## src/rtl/bus_master_port.sv

```systemverilog
`default_nettype none
// ============================================================================
//  Module   : bus_master_port
//  Purpose  : Master-side bus interface between a core's memory-access stage
//             and the shared SoC bus. Runs one request/grant/access/ready
//             transaction per core request, stalls the core until it ends,
//             and aborts accesses that no slave answers within TIMEOUT cycles.
//  Ports    :
//    clk, reset              clock, asynchronous active-high reset
//    stall, flush            core pipeline controls
//    req, addr, rw, wr_data  core access request (rw: 1=read, 0=write)
//    rd_data, busy, err      read data, core stall, timeout-abort pulse
//    bus_req_ / bus_grnt_    bus request / grant (active-low)
//    bus_addr, bus_as_,      bus address, address strobe (active-low),
//    bus_rw, bus_wr_data     direction, write data
//    bus_rd_data, bus_rdy_   shared read data / ready (active-low) from slave mux
//  Revision : 1.0  initial release
// ============================================================================
module bus_master_port #(
  parameter int ADDR_W  = 30,
  parameter int DATA_W  = 32,
  parameter int TIMEOUT = 255
) (
  input  logic              clk,
  input  logic              reset,
  input  logic              stall,
  input  logic              flush,
  input  logic              req,
  input  logic [ADDR_W-1:0] addr,
  input  logic              rw,
  input  logic [DATA_W-1:0] wr_data,
  output logic [DATA_W-1:0] rd_data,
  output logic              busy,
  output logic              err,
  output logic              bus_req_,
  input  logic              bus_grnt_,
  output logic [ADDR_W-1:0] bus_addr,
  output logic              bus_as_,
  output logic              bus_rw,
  output logic [DATA_W-1:0] bus_wr_data,
  input  logic [DATA_W-1:0] bus_rd_data,
  input  logic              bus_rdy_
);

  localparam int CNT_W = (TIMEOUT < 2) ? 1 : $clog2(TIMEOUT + 1);

  // Counter value during the last permitted ACCESS cycle (counter starts at 0
  // in the first ACCESS cycle).
  localparam logic [CNT_W-1:0] c_CNT_LAST = CNT_W'(TIMEOUT - 1);

  localparam logic [1:0] c_IDLE   = 2'd0;
  localparam logic [1:0] c_REQ    = 2'd1;
  localparam logic [1:0] c_ACCESS = 2'd2;
  localparam logic [1:0] c_WAIT   = 2'd3;

  logic [1:0]        r_state;
  logic [CNT_W-1:0]  r_cnt;
  logic [DATA_W-1:0] r_hold;
  logic              r_err;
  logic              r_bus_req_;
  logic              r_bus_as_;
  logic              r_bus_rw;
  logic [ADDR_W-1:0] r_bus_addr;
  logic [DATA_W-1:0] r_bus_wr_data;

  logic w_start;
  logic w_in_access;
  logic w_rdy;
  logic w_timeout;

  assign w_start     = req && !flush && !stall;
  assign w_in_access = (r_state == c_ACCESS);
  assign w_rdy       = w_in_access && !bus_rdy_;
  // Ready has priority: a timeout only fires when no ready is seen.
  assign w_timeout   = w_in_access && bus_rdy_ && (r_cnt == c_CNT_LAST);

  always_ff @(posedge clk or posedge reset) begin
    if (reset) begin
      r_state       <= c_IDLE;
      r_cnt         <= '0;
      r_hold        <= '0;
      r_err         <= 1'b0;
      r_bus_req_    <= 1'b1;
      r_bus_as_     <= 1'b1;
      r_bus_rw      <= 1'b1;
      r_bus_addr    <= '0;
      r_bus_wr_data <= '0;
    end else begin
      r_err <= 1'b0;
      case (r_state)
        c_IDLE: begin
          if (w_start) begin
            r_bus_addr    <= addr;
            r_bus_rw      <= rw;
            r_bus_wr_data <= wr_data;
            r_bus_req_    <= 1'b0;
            r_state       <= c_REQ;
          end
        end
        c_REQ: begin
          if (!bus_grnt_) begin
            r_bus_as_ <= 1'b0;
            r_cnt     <= '0;
            r_state   <= c_ACCESS;
          end
        end
        c_ACCESS: begin
          // Strobe lasts only the first ACCESS cycle.
          r_bus_as_ <= 1'b1;
          if (w_rdy) begin
            if (r_bus_rw) begin
              r_hold <= bus_rd_data;
            end
            r_bus_req_ <= 1'b1;
            r_cnt      <= '0;
            r_state    <= stall ? c_WAIT : c_IDLE;
          end else if (w_timeout) begin
            r_err      <= 1'b1;
            r_hold     <= '0;
            r_bus_req_ <= 1'b1;
            r_cnt      <= '0;
            r_state    <= stall ? c_WAIT : c_IDLE;
          end else begin
            r_cnt <= r_cnt + CNT_W'(1);
          end
        end
        c_WAIT: begin
          if (!stall) begin
            r_state <= c_IDLE;
          end
        end
        default: begin
          r_state <= c_IDLE;
        end
      endcase
    end
  end

  always_comb begin
    busy = 1'b0;
    case (r_state)
      c_IDLE:   busy = w_start;
      c_REQ:    busy = 1'b1;
      c_ACCESS: busy = bus_rdy_ && !w_timeout;
      default:  busy = 1'b0;
    endcase
  end

  // Zero-latency pass-through on the ready cycle, buffered value otherwise.
  assign rd_data     = w_rdy ? bus_rd_data : r_hold;
  assign err         = r_err;
  assign bus_req_    = r_bus_req_;
  assign bus_as_     = r_bus_as_;
  assign bus_rw      = r_bus_rw;
  assign bus_addr    = r_bus_addr;
  assign bus_wr_data = r_bus_wr_data;

endmodule
`default_nettype wire

```

## config.mk

```make
export PLATFORM = sky130hd
export DESIGN_NAME = bus_master_port
export DESIGN_NICKNAME = d
export VERILOG_FILES = /design/src/rtl/bus_master_port.sv
export SDC_FILE = /design/constraint.sdc
export NUM_CORES = 1
export LEC_CHECK = 0
export BUFFER_PORTS_ARGS = -buffer_cell sky130_fd_sc_hd__clkbuf_2
export CAP_MARGIN = 40
export CORE_MARGIN = 4
export CORE_UTILIZATION = 43
export DETAILED_ROUTE_END_ITERATION = 10
export PLACE_DENSITY = 0.87
export SLEW_MARGIN = 25
export SYNTH_ARGS = -nofsm -noshare
export SYNTH_HDL_FRONTEND = slang
export SYNTH_SLANG_ARGS = --single-unit
```

## constraint.sdc

```tcl
create_clock -name clk -period 3 [get_ports clk]
set_input_delay 0 -clock clk [delete_from_list [all_inputs] [get_ports clk]]
set_output_delay 0 -clock clk [all_outputs]
set_load 0.01 [all_outputs]
```

==> flow_summary.ini <==
[status]
status = finished clean

[min_path]
worst_hold_path_type = in -> reg

[routing]
wirelength_microns = 12700
via_count = 3847
wl_met1_microns = 5130
wl_per_cell_microns = 16.8
routed.top_layer = met4
via_per_inst = 5.09
first_pass_iters = 6
ant_nets = 0
drt_iter0_markers = 218
drc = 0
wl_met2_microns = 6550
met3WireLength_microns = 789

[logic_synthesis]
syn_area_sq_um = 4590
yosys_warnings = 0
syn_area_per_cell_sq_um = 14.5
ys_seq_area_share_pct = 59.0
ys_types = 33
syn_inst = 316
synth_seq_cells = 108
synth_nets = 420

[layout]
fin_util_pct = 66.1
area_delta_synth_final_pct = 49.4
final_nets = 719
drive_above_1_share_pct = 50.3
num_antenna_cells = 0

[run]
drv_cap = 0

[worst_setup_path]
crit_path_start = r_state[1]
reg2reg_depth = 3
reg2reg_from = r_state[1]
critPathArrivalTime_ns = 2.15
crit_path_end = rd_data[21]
cp_num_buf_inv = 2
critPathMaxFanout = 32
cp-start-kind = flip-flop
cp.required_ns = 3.00
slowest_delay_ns = 0.62
rrSetupSlack_ns = 1.00
crit_slowest_cell = dfrtp_1
cp_top_family = flip-flops
worstPathCellList = nand2_1, nor2_2, buf_4, mux2_2, clkbuf_2
rr_endpoint = bus_addr[15]
critPathKind = reg -> out
cp.depth = 5
crit_path_end_kind = output port

[power_and_ir_drop]
power.total_uw = 5860
max-vdd-ir-drop_mv = 0.452
cellLeakagePower_uw = 0.00343
p_per_area_nw_per_um2 = 854

[placed_design]
portBuffers = 200
dp_worst_setup_slack_ns = 0.900
dp_hpwl_microns = 7990
gp_congestion = 0.845

[sta]
period_share_pct = 71.8
worst_pin_slew_ns = 0.804
maxSlewHeadroom_pct = 46.4
fmax_mhz = 464
setup_viol = 0
clock_skew_ns = 0.00845
slew_viol_final = 0
fin_crit_ns = 2.15
grt_setup_unrepaired = no
fin_ws_ns = 0.846
fin_tns_setup_ns = 0
final_hold_viol_count = 0

[cts]
cts_htree_levels = 3
clock-sinks = 108
clockBufferDepth = 2
clk_latency_ns = 0.35
cts_tree = yes
root_buffer = clkbuf_8
clk_pin_slew_ns = 0.09
cts_resized = 0
cts_buffers = 9

[grt]
antenna_found_initial = 0
grt_overflow = 0
grt_first_pass_wirelength_microns = 20300
grt_pass1_vias = 4027
grt_max_degree = 64
grt_usage_pct = 20.1

[die]
row_count = 37
core_sq_um = 10400
die_w_microns = 111
die_y_microns = 111
ios = 201
initial_utilization_pct = 44.3
die_area_sq_um = 12400
-- area by class of cell --
| type | count | area (sq um) |
|---|---|---|
| clock buffer | 16 | 160 |
| fill | 711 | 3510 |
| inverter | 5 | 21.3 |
| multi-input combinational | 185 | 1740 |
| sequential | 108 | 2710 |
| tap | 136 | 170 |
| timing repair buffer | 306 | 2060 |
-- cell families (layout without fill, tap and decap cells) --
group                      after synthesis  count (layout)  share of synthesized area [%]
DFF                                    108             108                           59.0
muxes                                   95              95                           23.3
AOI/OAI and AO/OA                       51              51                           8.94
and+or+nand+nor                         31              31                           3.73
buffers and inverters                   23             327                           3.38
xor gates and xnor gates                 6               6                           1.14
adders and majority gates                2               2                          0.545
-- power by group --
group	total [uW]	switching [uW]	internal, uW
combinational	2520	1180	1340
sequential	2580	441	2140
clock	763	434	329
total	5860	2050	3810
-- synthesized netlist by cell type --
| cell type | number | area, sq um |
|---|---|---|
| nand4_1 | 1 | 6.26 |
| o21ai_0 | 7 | 35.0 |
| a21oi_1 | 1 | 5.00 |
| a22o_1 | 32 | 280 |
| nor3_1 | 1 | 5.00 |
| dfrtp_1 | 105 | 2630 |
| mux2_1 | 9 | 101 |
| inv_1 | 5 | 18.8 |
| xor2_1 | 6 | 52.6 |
| o2111ai_1 | 3 | 26.3 |
| o21ai_1 | 1 | 5.00 |
| mux2_2 | 86 | 968 |
| nor2b_1 | 2 | 12.5 |
| and2_1 | 2 | 12.5 |
| nand2_1 | 7 | 26.3 |
| nand3_1 | 1 | 5.00 |
| dfstp_2 | 3 | 78.8 |
| and4_1 | 1 | 8.76 |
| clkbuf_1 | 1 | 3.75 |
| buf_2 | 7 | 35.0 |
| and3_1 | 2 | 12.5 |
| o211ai_2 | 1 | 12.5 |
| buf_4 | 4 | 30.0 |
| a21o_1 | 2 | 15.0 |
| ha_1 | 2 | 25.0 |
| o211ai_1 | 2 | 15.0 |
| nor3_4 | 1 | 16.3 |
| nor4_1 | 1 | 6.26 |
| nor2_1 | 11 | 41.3 |
| o31ai_1 | 1 | 7.51 |
| nor3b_4 | 1 | 18.8 |
| buf_6 | 6 | 67.6 |
| a221oi_1 | 1 | 8.76 |
-- metal layers --
metal  global-route usage, %  vias up
li1                        -     1754
met3                    5.35       28
met4                    5.92        0
met2                    35.4      170
met5                       0        -
met1                    24.3     1895
-- flip-flops by register name (all words and copies together), names as in the netlist --
| register | flops |
|---|---|
| err | 1 |
| r_hold | 32 |
| bus_wr_data | 32 |
| bus_as_ | 1 |
| bus_addr | 30 |
| bus_req_ | 1 |
| r_cnt | 8 |
| r_state | 2 |
| bus_rw | 1 |
-- metrics by stage --
| step | cells | hold WS, ns | area, sq um |
|---|---|---|---|
| after floorplan | 316 | 0.135 | 4590 |
| after global placement | 639 | 0.219 | 5670 |
| final | 756 | 0.0431 | 6860 |
| after global routing | 756 | 0.0556 | 6860 |
| after CTS | 755 | 0.0181 | 6850 |
| after detailed placement | 640 | 0.0554 | 5700 |
-- how the worst min path moves through the flow --
stage / startpoint / to / slack [ns] / cells after the start
2_1_floorplan: addr[19] / bus_addr[19] / 0.13 / 1
3_3_place_gp: addr[19] / bus_addr[19] / 0.22 / 2
3_5_place_dp: reset / bus_addr[26] / 0.06 / 2
4_1_cts: req / bus_req_ / 0.02 / 4
5_1_grt: req / bus_req_ / 0.06 / 4
6_report: req / bus_req_ / 0.04 / 4
-- what timing repair did --
| action | 4_1_cts | 5_1_grt |
|---|---|---|
| setup buffers | 0 | 0 |
| hold buffers | 99 | 0 |
| hold endpoints to repair | 135 | 0 |
-- worst reg2reg max path, cell delays in order (launching register included) --
cell     delay [ns]
dfrtp_1        0.54
nor3_4         0.21
buf_4          0.64
mux2_2         0.49
-- placed cells by master, fill, tap and decap left out, drive strengths merged, types with 5 or more instances in the layout --
master,synthesis,final
nor2,11,11
xor2,6,6
dlygate4sd3,0,99
clkbuf,1,217
o21ai,8,8
buf,17,6
a22o,32,32
inv,5,5
mux2,95,95
nand2,7,7
dfrtp,105,105
(Power assumes the default switching activity.)
